## config.mk

```make
export PLATFORM = sky130hd
export DESIGN_NAME = pc_sequencer
export DESIGN_NICKNAME = d
export VERILOG_FILES = /design/src/rtl/pc_sequencer.sv
export SDC_FILE = /design/constraint.sdc
export NUM_CORES = 1
export LEC_CHECK = 0
export BUFFER_PORTS_ARGS = -buffer_cell sky130_fd_sc_hd__buf_4
export CORE_ASPECT_RATIO = 0.9
export CORE_UTILIZATION = 45
export CTS_CLUSTER_DIAMETER = 40
export DETAILED_ROUTE_END_ITERATION = 6
export HOLD_SLACK_MARGIN = 0.08
export PLACE_DENSITY = 0.83
export SYNTH_ARGS = -nofsm -noshare
export SYNTH_HDL_FRONTEND = slang
export SYNTH_SLANG_ARGS = --single-unit
```

## constraint.sdc

```tcl
create_clock -name clk -period 3.25 [get_ports clk]
set_input_delay 0.4875 -clock clk [delete_from_list [all_inputs] [get_ports clk]]
set_output_delay 0.4875 -clock clk [all_outputs]
set_load 0.02 [all_outputs]
```

## src/rtl/pc_sequencer.sv

```systemverilog
// pc_sequencer: registered next-PC sequencer sitting between instruction
// memory and execute. Owns the architectural PC, drives fetch with a
// valid/ready handshake, resolves branch/JAL/JALR redirects from execute and
// traps misaligned control-transfer targets.
//
// Optional feature: define PC_SEQ_PERF_CNT_EN to add the saturating
// performance counters perf_branches, perf_taken and perf_traps.
module pc_sequencer #(
  parameter int unsigned      XLEN         = 32,
  parameter logic [XLEN-1:0]  RESET_VECTOR = 32'h0000_0000,
  parameter logic [XLEN-1:0]  TRAP_VECTOR  = 32'h0000_0100,
  parameter int unsigned      IALIGN       = 32
) (
  input  logic            clk,
  input  logic            rst,
  // fetch side
  output logic            fetch_valid,
  input  logic            fetch_ready,
  output logic [XLEN-1:0] pc,
  // execute side
  input  logic            ex_valid,
  input  logic [XLEN-1:0] ex_pc,
  input  logic [6:0]      ex_opcode,
  input  logic [2:0]      ex_func3,
  input  logic [XLEN-1:0] ex_imm,
  input  logic [XLEN-1:0] ex_alu,
  input  logic            carry,
  input  logic            zero,
  input  logic            negative,
  input  logic            overflow,
  output logic            redirect,
  output logic [XLEN-1:0] link_addr,
  output logic [XLEN-1:0] auipc_result,
  // trap side
  output logic            trap,
  output logic [XLEN-1:0] trap_epc,
  input  logic            trap_ack
`ifdef PC_SEQ_PERF_CNT_EN
  ,
  output logic [31:0]     perf_branches,
  output logic [31:0]     perf_taken,
  output logic [15:0]     perf_traps
`endif
);

  localparam logic [1:0] ST_BOOT = 2'd0;
  localparam logic [1:0] ST_RUN  = 2'd1;
  localparam logic [1:0] ST_TRAP = 2'd2;

  localparam logic [6:0] OP_BRANCH = 7'b1100011;
  localparam logic [6:0] OP_JAL    = 7'b1101111;
  localparam logic [6:0] OP_JALR   = 7'b1100111;
  localparam logic [6:0] OP_AUIPC  = 7'b0010111;

  localparam logic [2:0] F3_BEQ  = 3'b000;
  localparam logic [2:0] F3_BNE  = 3'b001;
  localparam logic [2:0] F3_BLT  = 3'b100;
  localparam logic [2:0] F3_BGE  = 3'b101;
  localparam logic [2:0] F3_BLTU = 3'b110;
  localparam logic [2:0] F3_BGEU = 3'b111;

  localparam logic [XLEN-1:0] PC_STEP   = XLEN'(4);
  localparam logic [XLEN-1:0] JALR_MASK = ~XLEN'(1);

  logic [1:0]      state_q, state_d;
  logic [XLEN-1:0] pc_q, pc_d;
  logic            trap_q, trap_d;
  logic [XLEN-1:0] trap_epc_q, trap_epc_d;
  logic            fetch_valid_q, fetch_valid_d;

  logic            is_branch;
  logic            is_jal;
  logic            is_jalr;
  logic            is_auipc;
  logic            signed_lt;
  logic            br_taken;
  logic            xfer;
  logic [XLEN-1:0] br_target;
  logic [XLEN-1:0] jalr_target;
  logic [XLEN-1:0] target;
  logic            misaligned;
  logic            run_xfer;
  logic            trap_take;

  // Opcode decode of the execute-stage instruction
  always_comb begin
    is_branch = (ex_opcode == OP_BRANCH);
    is_jal    = (ex_opcode == OP_JAL);
    is_jalr   = (ex_opcode == OP_JALR);
    is_auipc  = (ex_opcode == OP_AUIPC);
  end

  // Branch condition from rs1-rs2 flags; carry=1 means no borrow (rs1 >= rs2 unsigned)
  always_comb begin
    signed_lt = negative ^ overflow;
    br_taken  = 1'b0;
    unique case (ex_func3)
      F3_BEQ:  br_taken = zero;
      F3_BNE:  br_taken = ~zero;
      F3_BLT:  br_taken = signed_lt;
      F3_BGE:  br_taken = ~signed_lt;
      F3_BLTU: br_taken = ~carry;
      F3_BGEU: br_taken = carry;
      default: br_taken = 1'b0;
    endcase
  end

  // Target generation and alignment check; all adds wrap modulo 2^XLEN
  always_comb begin
    br_target   = ex_pc + ex_imm;
    jalr_target = ex_alu & JALR_MASK;
    target      = is_jalr ? jalr_target : br_target;
    if (IALIGN == 32) begin
      misaligned = |target[1:0];
    end else begin
      misaligned = target[0];
    end
  end

  // Qualify the transfer: only live in RUN and never while reset is asserted
  always_comb begin
    xfer      = is_jal | is_jalr | (is_branch & br_taken);
    run_xfer  = ~rst & ex_valid & (state_q == ST_RUN) & xfer;
    redirect  = run_xfer & ~misaligned;
    trap_take = run_xfer & misaligned;
  end

  // Link and AUIPC results are always available from ex_pc
  always_comb begin
    link_addr    = ex_pc + PC_STEP;
    auipc_result = ex_pc + ex_imm;
  end

  // Next-state and next-PC selection
  always_comb begin
    state_d    = state_q;
    pc_d       = pc_q;
    trap_d     = trap_q;
    trap_epc_d = trap_epc_q;
    unique case (state_q)
      ST_BOOT: begin
        state_d = ST_RUN;
      end
      ST_RUN: begin
        if (trap_take) begin
          state_d    = ST_TRAP;
          pc_d       = TRAP_VECTOR;
          trap_d     = 1'b1;
          trap_epc_d = ex_pc;
        end else if (redirect) begin
          pc_d = target;
        end else if (fetch_ready) begin
          pc_d = pc_q + PC_STEP;
        end
      end
      ST_TRAP: begin
        pc_d = TRAP_VECTOR;
        if (trap_ack) begin
          state_d = ST_RUN;
          trap_d  = 1'b0;
        end
      end
      default: begin
        state_d = ST_BOOT;
        pc_d    = RESET_VECTOR;
        trap_d  = 1'b0;
      end
    endcase
    fetch_valid_d = (state_d == ST_RUN);
  end

  // State and architectural registers; reset wins over every other event
  always_ff @(posedge clk) begin
    if (rst) begin
      state_q       <= ST_BOOT;
      pc_q          <= RESET_VECTOR;
      trap_q        <= 1'b0;
      trap_epc_q    <= '0;
      fetch_valid_q <= 1'b0;
    end else begin
      state_q       <= state_d;
      pc_q          <= pc_d;
      trap_q        <= trap_d;
      trap_epc_q    <= trap_epc_d;
      fetch_valid_q <= fetch_valid_d;
    end
  end

  assign fetch_valid = fetch_valid_q;
  assign pc          = pc_q;
  assign trap        = trap_q;
  assign trap_epc    = trap_epc_q;

`ifdef PC_SEQ_PERF_CNT_EN
  logic [31:0] perf_branches_q;
  logic [31:0] perf_taken_q;
  logic [15:0] perf_traps_q;
  logic        branch_evt;

  // A branch counts whenever execute presents one while running
  always_comb begin
    branch_evt = ~rst & ex_valid & (state_q == ST_RUN) & is_branch;
  end

  // Saturating event counters
  always_ff @(posedge clk) begin
    if (rst) begin
      perf_branches_q <= '0;
      perf_taken_q    <= '0;
      perf_traps_q    <= '0;
    end else begin
      if (branch_evt && (perf_branches_q != '1)) begin
        perf_branches_q <= perf_branches_q + 32'd1;
      end
      if (redirect && (perf_taken_q != '1)) begin
        perf_taken_q <= perf_taken_q + 32'd1;
      end
      if (trap_take && (perf_traps_q != '1)) begin
        perf_traps_q <= perf_traps_q + 16'd1;
      end
    end
  end

  assign perf_branches = perf_branches_q;
  assign perf_taken    = perf_taken_q;
  assign perf_traps    = perf_traps_q;
`endif

  // AUIPC needs no sequencing; its result is exported combinationally
  logic unused_ok;
  assign unused_ok = is_auipc;

endmodule

```

==> qor.json, run 1 <==
{
  "outcome": {"value": "complete, but fails checks"},
  "failed_checks": {"value": "design-rule violations, negative setup slack"},
  "worstHoldPathType": {"value": "in2reg"},
  "areaGrowthSynthToFinish": {"value": 50.48, "unit": "%"},
  "clock-sinks": {"value": 68},
  "ys_types": {"value": 74},
  "timing.critical_path.fanout_max": {"value": 4},
  "nFillCells": {"value": 1154},
  "power_switching_share": {"value": 0.3544},
  "share_of_flip_flops_with_an_asynchronous_set_or_reset_after_synthesis": {"value": 0},
  "pwr-share-seq": {"value": 0.273},
  "top_level_ports": {"value": 246},
  "postLayoutSetupSlackWorst": {"value": -0.01924, "unit": "ns"},
  "pwr-share-comb": {"value": 0.426},
  "grt_first_pass_wirelength": {"value": 37.20, "unit": "mm"},
  "use_met2": {"value": 0.5592},
  "period_share": {"value": 1.006},
  "die_width": {"value": 124.9, "unit": "microns"},
  "largest_net_degree_at_the_start_of_global_routing": {"value": 50},
  "p_sw": {"value": 1.090, "unit": "mW"},
  "postPlaceCellArea": {"value": 8626, "unit": "sq um"},
  "grt_antenna_before_repair": {"value": 0},
  "postSynthNetCount": {"value": 1008},
  "worstPathBufferInverterCount": {"value": 2},
  "worstPathCellList": {"value": "buf_4 -> ha_4 -> o211ai_1 -> o21bai_1 -> o2111ai_2 -> a31o_2 -> a21oi_4 -> or4bb_1 -> nand4_1 -> buf_4"},
  "post_synth_instance_area": {"value": 6120, "unit": "sq um"},
  "synth.ff_latch_count": {"value": 68},
  "core-area": {"value": 13310, "unit": "sq um"},
  "post_drt_wl_per_cell": {"value": 17.95, "unit": "microns"},
  "design.final.nets": {"value": 1314},
  "critPathLaunchType": {"value": "input port"},
  "first_global_vias": {"value": 7304},
  "initial_utilization": {"value": 0.4597},
  "gr_layer_usage_met3": {"value": 0.08198},
  "synth-edff-count": {"value": 0},
  "number_of_iterations_in_the_first_detailed_routing_pass": {"value": 7},
  "gpl.final_weighted_congestion": {"value": 0.9452},
  "seq_area_frac_synth": {"value": 0.2224},
  "cpMostUsedCell": {"value": "sky130_fd_sc_hd__buf_4"},
  "hold_viol_final": {"value": 0},
  "hold_slack": {"value": 0.4304, "unit": "ns"},
  "cp-end-kind": {"value": "output pin"},
  "worst_skew_pair.late_latency": {"value": 0.34, "unit": "ns"},
  "htreeDepth": {"value": 3},
  "critical-path-slowest-cell": {"value": "sky130_fd_sc_hd__or4bb_1"},
  "fp.dieH": {"value": 112.6, "unit": "microns"},
  "post_synth.cell_area_avg": {"value": 7.157, "unit": "sq um"},
  "detailedRoute.firstIterationViolations": {"value": 816},
  "timing_max_transition_violations_final": {"value": 0},
  "post-route-cell-area": {"value": 9209, "unit": "sq um"},
  "fin_worst_skew": {"value": 0.004675, "unit": "ns"},
  "timing.max_cap.violations": {"value": 0},
  "dr_total_vias": {"value": 7861},
  "row_count": {"value": 40},
  "timing_worst_setup_path_type": {"value": "in2out"},
  "critical-path-max-stage-delay": {"value": 0.50, "unit": "ns"},
  "max_transition_margin": {"value": 0.6070},
  "arrival_time_of_the_worst_setup_path": {"value": 2.78, "unit": "ns"},
  "worst_ep_required_time": {"value": 2.76, "unit": "ns"},
  "detail_route.wirelength": {"value": 23.93, "unit": "mm"},
  "yosys_most_used_dff": {"value": "sky130_fd_sc_hd__dfxtp_1"},
  "drt.antenna.violating_nets": {"value": 0},
  "busiest_layer": {"value": "met2"},
  "overflow": {"value": 0},
  "clockBufferDepth": {"value": 2},
  "post-place-ws": {"value": -0.3459, "unit": "ns"},
  "final_cell_mix": {"value": "336 x sky130_fd_sc_hd__buf_4, 143 x sky130_fd_sc_hd__nand2_1, 83 x sky130_fd_sc_hd__a21oi_1"},
  "grt_use_total": {"value": 0.3297},
  "internal_power": {"value": 1.985, "unit": "mW"},
  "p_clk_frac": {"value": 0.302},
  "avgViaCountPerCell": {"value": 5.897},
  "place.detailed.hpwl": {"value": 18.04, "unit": "mm"},
  "grt.met1_usage": {"value": 0.4101},
  "finalWorstPathRequiredPeriod": {"value": 3.269, "unit": "ns"},
  "timing.final.setup_violations": {"value": 2},
  "yosysWarnings": {"value": 0},
  "dieArea": {"value": 14070, "unit": "sq um"},
  "syn_inst": {"value": 855},
  "route.detailed.drc": {"value": 24},
  "final_layout_size_suffix_gt1_frac": {"value": 0.3408},
  "clkTransAtPathRegs": {"value": 0.06, "unit": "ns"},
  "fmax": {"value": 0.3059, "unit": "GHz"},
  "path_delay_family": {"value": "compound AO/OA/AOI/OAI gates"},
  "leakage_dissipation": {"value": 4.079, "unit": "nW"},
  "tritoncts": {"value": "built"},
  "powerDensity": {"value": 333.9, "unit": "nW/um^2"},
  "tightest_slew": {"value": 0.5850, "unit": "ns"},
  "clk_root_buffer_cell": {"value": "sky130_fd_sc_hd__clkbuf_16"},
  "max-vdd-ir-drop": {"value": 287.2, "unit": "uV"},
  "buffer_ports.inserted": {"value": 244},
  "tritoncts.num_buffers": {"value": 9},
  "layout_commonest_cell": {"value": "sky130_fd_sc_hd__buf_4"},
  "grt_setup_unrepaired": {"value": "yes"},
  "num_antenna_cells": {"value": 0}
}
## power by group through the flow
stage          logic (mW)  registers [mW]  clock network, mW
4_1_cts              1.24           0.839              0.936
3_3_place_gp         1.19           0.857                  0
5_1_grt              1.38           0.839              0.975
6_report             1.31           0.839              0.927
3_5_place_dp         1.20           0.857                  0
2_1_floorplan       0.611           0.859                  0
## final timing paths
path	to	slack (ns)	cells after the start	startpoint
setup / recovery	auipc_result[25]	-0.02	10	ex_pc[3]
hold / removal	trap_epc[23]$_SDFFE_PP0P_	0.43	3	ex_pc[23]
hold reg to reg	trap_epc[9]$_SDFFE_PP0P_	0.45	2	trap_epc[9]$_SDFFE_PP0P_
setup reg to reg	pc[16]$_SDFFE_PP0P_	0.41	11	state_q[1]$_SDFF_PP0_
## metal layers
layer	vias up	routed length [microns]
met4	0	646
li1	3727	-
met2	417	11170
met3	53	2195
met1	3664	9924
met5	-	0
## through the flow
| stage | power (mW) | instances | utilization | setup TNS [ns] |
|---|---|---|---|---|
| 6_report | 3.074 | 1333 | 0.6917 | -0.02619 |
| 5_1_grt | 3.199 | 1333 | 0.6917 | -0.2480 |
| 4_1_cts | 3.011 | 1328 | 0.6788 | 0 |
| 3_5_place_dp | 2.057 | 1305 | 0.6479 | -1.743 |
| 3_3_place_gp | 2.046 | 1305 | 0.6479 | -1.224 |
| 2_1_floorplan | 1.470 | 855 | - | 0 |
## kinds of logic (layout without fill, tap and decap cells)
group,count (synthesis),count (layout),share of synthesized area
AND/OR/NAND/NOR,345,345,0.2672
adder cells (fa/ha/maj),38,38,0.07892
multiplexers,6,6,0.01002
XOR/XNOR,67,67,0.09834
buffers and inverters,71,381,0.04559
flip-flops,68,68,0.2225
AO/OA/AOI/OAI,260,260,0.2775
## cell type report
class | count | area, sq um | area share
clock buffers | 11 | 252.7 | 0.02745
clock inverters | 4 | 25.02 | 0.002717
inverters | 27 | 101.3 | 0.01101
multi-input cells | 716 | 4693 | 0.5096
flip-flops and latches | 68 | 1361 | 0.1478
well taps | 168 | 210.2 | 0.02283
repair buffers | 339 | 2565 | 0.2785
## synthesized netlist by cell type, types with 4 or more instances
master                     instances  area (sq um)
sky130_fd_sc_hd__a32oi_1           4         35.03
sky130_fd_sc_hd__mux2i_1           5         50.05
sky130_fd_sc_hd__o22ai_1           4         25.02
sky130_fd_sc_hd__a31o_2            6         52.55
sky130_fd_sc_hd__a31oi_1           9         56.30
sky130_fd_sc_hd__nor2b_1           7         43.79
sky130_fd_sc_hd__nand2_1         143         536.8
sky130_fd_sc_hd__nand4_1          17         106.4
sky130_fd_sc_hd__and3_1           20         125.1
sky130_fd_sc_hd__xor2_1           24         210.2
sky130_fd_sc_hd__buf_1             5         18.77
sky130_fd_sc_hd__a211oi_1          7         52.55
sky130_fd_sc_hd__o21a_1            6         45.04
sky130_fd_sc_hd__buf_2             4         20.02
sky130_fd_sc_hd__o211ai_1          7         52.55
sky130_fd_sc_hd__and2_1           10         62.56
sky130_fd_sc_hd__or4_1             4         30.03
sky130_fd_sc_hd__o21ai_0          44         220.2
sky130_fd_sc_hd__a21oi_1          88         440.4
sky130_fd_sc_hd__nor2_1           52         195.2
sky130_fd_sc_hd__nand3_1          38         190.2
sky130_fd_sc_hd__a21o_1           19         142.6
sky130_fd_sc_hd__nor3_1           24         120.1
sky130_fd_sc_hd__a211o_1           4         35.03
sky130_fd_sc_hd__o31ai_1          10         75.07
sky130_fd_sc_hd__ha_1             37         462.9
sky130_fd_sc_hd__clkbuf_1         33         123.9
sky130_fd_sc_hd__or3_1             7         43.79
sky130_fd_sc_hd__xnor2_1          42         367.9
sky130_fd_sc_hd__nand2b_1          6         37.54
sky130_fd_sc_hd__inv_1            26         97.59
sky130_fd_sc_hd__o21bai_1          7         52.55
sky130_fd_sc_hd__dfxtp_1          68          1361
## sequential cells by signal, summed over array words and instances, names as in the netlist
| signal | flops |
|---|---|
| fetch_valid | 1 |
| pc | 32 |
| state_q | 2 |
| trap | 1 |
| trap_epc | 32 |
## tightest hold or removal path: cells and delay by family
kind                   cells  cell delay, ns
buffers and inverters      1            0.13
and+or+nand+nor            1            0.05
AOI/OAI and AO/OA          1            0.05
## what timing repair did
item | in CTS | in global routing
pin swaps | 9 | 15
gates resized for setup | 18 | 18
setup buffers | 8 | 5
endpoints found under the setup margin | 11 | 16
hold buffers | 0 | 0
No activity file was read; power rests on OpenSTA's default activity.
==> inputs of run 2 (changes only) <==
--- a/config.mk
+++ b/config.mk
@@ -6,12 +6,14 @@
 export NUM_CORES = 1
 export LEC_CHECK = 0
 export BUFFER_PORTS_ARGS = -buffer_cell sky130_fd_sc_hd__buf_4
+export CELL_PAD_IN_SITES_DETAIL_PLACEMENT = 0
+export CELL_PAD_IN_SITES_GLOBAL_PLACEMENT = 2
 export CORE_ASPECT_RATIO = 0.9
-export CORE_UTILIZATION = 45
+export CORE_UTILIZATION = 24
 export CTS_CLUSTER_DIAMETER = 40
 export DETAILED_ROUTE_END_ITERATION = 6
 export HOLD_SLACK_MARGIN = 0.08
-export PLACE_DENSITY = 0.83
+export PLACE_DENSITY = 0.84
 export SYNTH_ARGS = -nofsm -noshare
 export SYNTH_HDL_FRONTEND = slang
 export SYNTH_SLANG_ARGS = --single-unit
==> run 2 against run 1 <==
Against the previous run:
- clock power increased by 10%
- highest routed layer unchanged
- the flow now finishes without violations
- global-route usage decreased by 13 points
- count of clock-buffer cells in the layout unchanged
- via count decreased by 4.0%
- final cell count increased by 14%
- combinational power about the same
- critical path depth increased by 3
- largest cell class unchanged
- hold slack got worse by 0.00063 ns
- die area increased by 86%
- register-to-register slack about the same
==> qor.json, run 2 (synthesis gave the netlist of run 1 again) <==
{
  "route.detailed.drc": {"value": 0, "change": "-100%"},
  "post_drt_wl_per_cell": {"value": 17.63, "unit": "microns", "change": "-1.8%"},
  "outcome": {"value": "finished clean"},
  "core-area": {"value": 25120, "unit": "sq um", "change": "+89%"},
  "gpl.final_weighted_congestion": {"value": 0.8617, "change": "-8.8%"},
  "leakage_dissipation": {"value": 4.186, "unit": "nW", "change": "+2.6%"},
  "postPlaceCellArea": {"value": 9062, "unit": "sq um", "change": "+5.1%"},
  "design.final.nets": {"value": 1332, "change": "+1.4%"},
  "first_global_vias": {"value": 7406, "change": "+1.4%"},
  "timing.max_cap.violations": {"value": 0, "change": "unchanged"},
  "clockBufferDepth": {"value": 2, "change": "unchanged"},
  "worst_skew_pair.late_latency": {"value": 0.34, "unit": "ns", "change": "about the same"},
  "total_power": {"value": 3.198, "unit": "mW", "change": "+4.0%"},
  "max-vdd-ir-drop": {"value": 274.5, "unit": "uV", "change": "-4.4%"},
  "finalWorstPathRequiredPeriod": {"value": 3.194, "unit": "ns", "change": "-0.07537 ns"},
  "worst_ep_required_time": {"value": 2.76, "unit": "ns", "change": "about the same"},
  "avgViaCountPerCell": {"value": 4.951, "change": "-16%"},
  "period_share": {"value": 0.9827, "change": "-0.02319"},
  "dieArea": {"value": 26140, "unit": "sq um", "change": "+86%"},
  "largest_net_degree_at_the_start_of_global_routing": {"value": 50, "change": "unchanged"},
  "timing_worst_setup_path_type": {"value": "in2out"},
  "max_transition_margin": {"value": 0.5804, "change": "-0.02654"},
  "clk_root_buffer_cell": {"value": "sky130_fd_sc_hd__clkbuf_16"},
  "timing_max_transition_violations_final": {"value": 0, "change": "unchanged"},
  "postLayoutSetupSlackWorst": {"value": 0.05613, "unit": "ns", "change": "+0.07537 ns"},
  "hold_slack": {"value": 0.4298, "unit": "ns", "change": "-0.0006270 ns"},
  "detail_route.wirelength": {"value": 26.88, "unit": "mm", "change": "+12%"},
  "grt_first_pass_wirelength": {"value": 40.98, "unit": "mm", "change": "+10%"},
  "overflow": {"value": 0, "change": "unchanged"},
  "final_layout_size_suffix_gt1_frac": {"value": 0.3516, "change": "+0.01088"},
  "layout_commonest_cell": {"value": "sky130_fd_sc_hd__buf_4"},
  "fin_worst_skew": {"value": 0.008423, "unit": "ns", "change": "+0.003748 ns"},
  "row_count": {"value": 55, "change": "+38%"},
  "top_level_ports": {"value": 246, "change": "unchanged"},
  "htreeDepth": {"value": 3, "change": "unchanged"},
  "post-route-cell-area": {"value": 9614, "unit": "sq um", "change": "+4.4%"},
  "areaGrowthSynthToFinish": {"value": 57.10, "unit": "%"},
  "tritoncts": {"value": "built"},
  "layoutNonFillerInstCount": {"value": 1525, "change": "+14%"},
  "drt.antenna.violating_nets": {"value": 0, "change": "unchanged"},
  "clock-sinks": {"value": 68, "change": "unchanged"},
  "cp-end-kind": {"value": "output pin"},
  "buffer_ports.inserted": {"value": 244, "change": "unchanged"},
  "initial_utilization": {"value": 0.2436, "change": "-0.2160"},
  "cts_hold_buf": {"value": 0, "change": "unchanged"},
  "fmax": {"value": 0.3131, "unit": "GHz", "change": "+2.4%"},
  "final_cell_mix": {"value": "351 x sky130_fd_sc_hd__buf_4, 143 x sky130_fd_sc_hd__nand2_1, 81 x sky130_fd_sc_hd__a21oi_1"},
  "worstHoldPathType": {"value": "in2reg"},
  "hold_viol_final": {"value": 0, "change": "unchanged"},
  "tightest_slew": {"value": 0.6294, "unit": "ns", "change": "+0.04431 ns"},
  "post-place-ws": {"value": -0.3765, "unit": "ns", "change": "-0.03058 ns"},
  "die_width": {"value": 170.3, "unit": "microns", "change": "+36%"},
  "dr_total_vias": {"value": 7550, "change": "-4.0%"},
  "arrival_time_of_the_worst_setup_path": {"value": 2.71, "unit": "ns", "change": "-0.07 ns"},
  "num_antenna_cells": {"value": 0, "change": "unchanged"},
  "grt_antenna_before_repair": {"value": 0, "change": "unchanged"},
  "timing.critical_path.fanout_max": {"value": 3, "change": "-1"},
  "timing.final.setup_violations": {"value": 0, "change": "-2"},
  "place.detailed.hpwl": {"value": 21.54, "unit": "mm", "change": "+19%"},
  "tritoncts.num_buffers": {"value": 9, "change": "unchanged"},
  "critPathLaunchType": {"value": "input port"},
  "fp.dieH": {"value": 153.5, "unit": "microns", "change": "+36%"},
  "number_of_iterations_in_the_first_detailed_routing_pass": {"value": 7, "change": "unchanged"},
  "detailedRoute.firstIterationViolations": {"value": 404, "change": "-50%"},
  "grt_use_total": {"value": 0.2041, "change": "-0.1256"},
  "powerDensity": {"value": 332.6, "unit": "nW/um^2", "change": "-0.37%"},
  "clkTransAtPathRegs": {"value": 0.06, "unit": "ns", "change": "about the same"},
  "place_inst": {"value": 1504, "change": "+15%"}
}
-- run 2: cell count changes in the layout (fill, tap and decap cells not counted), moves of 2 or more --
cell and delta:
sky130_fd_sc_hd__a21oi_1 -2, sky130_fd_sc_hd__a21oi_2 +2, sky130_fd_sc_hd__buf_12 +2, sky130_fd_sc_hd__buf_4 +15, sky130_fd_sc_hd__ha_4 -2, sky130_fd_sc_hd__o21ai_0 -3
sky130_fd_sc_hd__o21ai_1 +3
-- run 2: final timing paths --
check	from	to	slack (ns)	cells past startpoint
hold reg to reg	trap_epc[25]$_SDFFE_PP0P_	trap_epc[25]$_SDFFE_PP0P_	0.45	2
setup reg to reg	state_q[0]$_SDFF_PP0_	pc[16]$_SDFFE_PP0P_	0.40	10
setup / recovery	ex_pc[0]	auipc_result[24]	0.06	13
hold / removal	ex_pc[17]	trap_epc[17]$_SDFFE_PP0P_	0.43	3
-- run 2: power by group --
part / switching [mW] / leakage [nW] / internal (mW) / total (mW)
sequential: 0.00244 / 0.548 / 0.836 / 0.839
clock: 0.405 / 0.138 / 0.610 / 1.02
combinational: 0.723 / 3.50 / 0.621 / 1.34
-- run 2: layer usage --
layer,GRT usage,routed length [microns],share of wire
met4,0.05534,489,0.018
met5,0,0,0
met3,0.04842,1949,0.072
met2,0.3372,12450,0.46
met1,0.2630,12000,0.45
-- run 2: final cells by class --
class / count / area (sq um)
Clock buffer: 11 / 242.7
Tap cell: 342 / 427.9
Inverter: 27 / 101.3
Fill cell: 2684 / 15500
Sequential cell: 68 / 1361
Clock inverter: 4 / 50.05
Multi-Input combinational cell: 716 / 4702
Timing Repair Buffer: 357 / 2729
-- run 2: metrics by stage --
stage          TNS [ns]  utilization
4_1_cts        -0.03688       0.3788
2_1_floorplan         0            -
5_1_grt        -0.03117       0.3828
3_3_place_gp     -2.135       0.3608
3_5_place_dp     -2.595       0.3608
6_report              0       0.3828
-- run 2: critical path, cell delays in order --
cell	delay (ns)
sky130_fd_sc_hd__buf_6	0.09
sky130_fd_sc_hd__ha_4	0.12
sky130_fd_sc_hd__inv_2	0.03
sky130_fd_sc_hd__fa_2	0.36
sky130_fd_sc_hd__nor2b_4	0.16
sky130_fd_sc_hd__o2111ai_4	0.16
sky130_fd_sc_hd__a21oi_2	0.21
sky130_fd_sc_hd__o21ai_2	0.08
sky130_fd_sc_hd__o211ai_1	0.17
sky130_fd_sc_hd__buf_4	0.15
sky130_fd_sc_hd__a41oi_1	0.14
sky130_fd_sc_hd__xnor2_1	0.32
sky130_fd_sc_hd__buf_4	0.21
-- run 2: what timing repair did --
item                                    CTS  global route
buffers inserted                          4             2
pin swaps                                16            11
endpoints found under the setup margin   12            16
gates resized for setup                  25            19
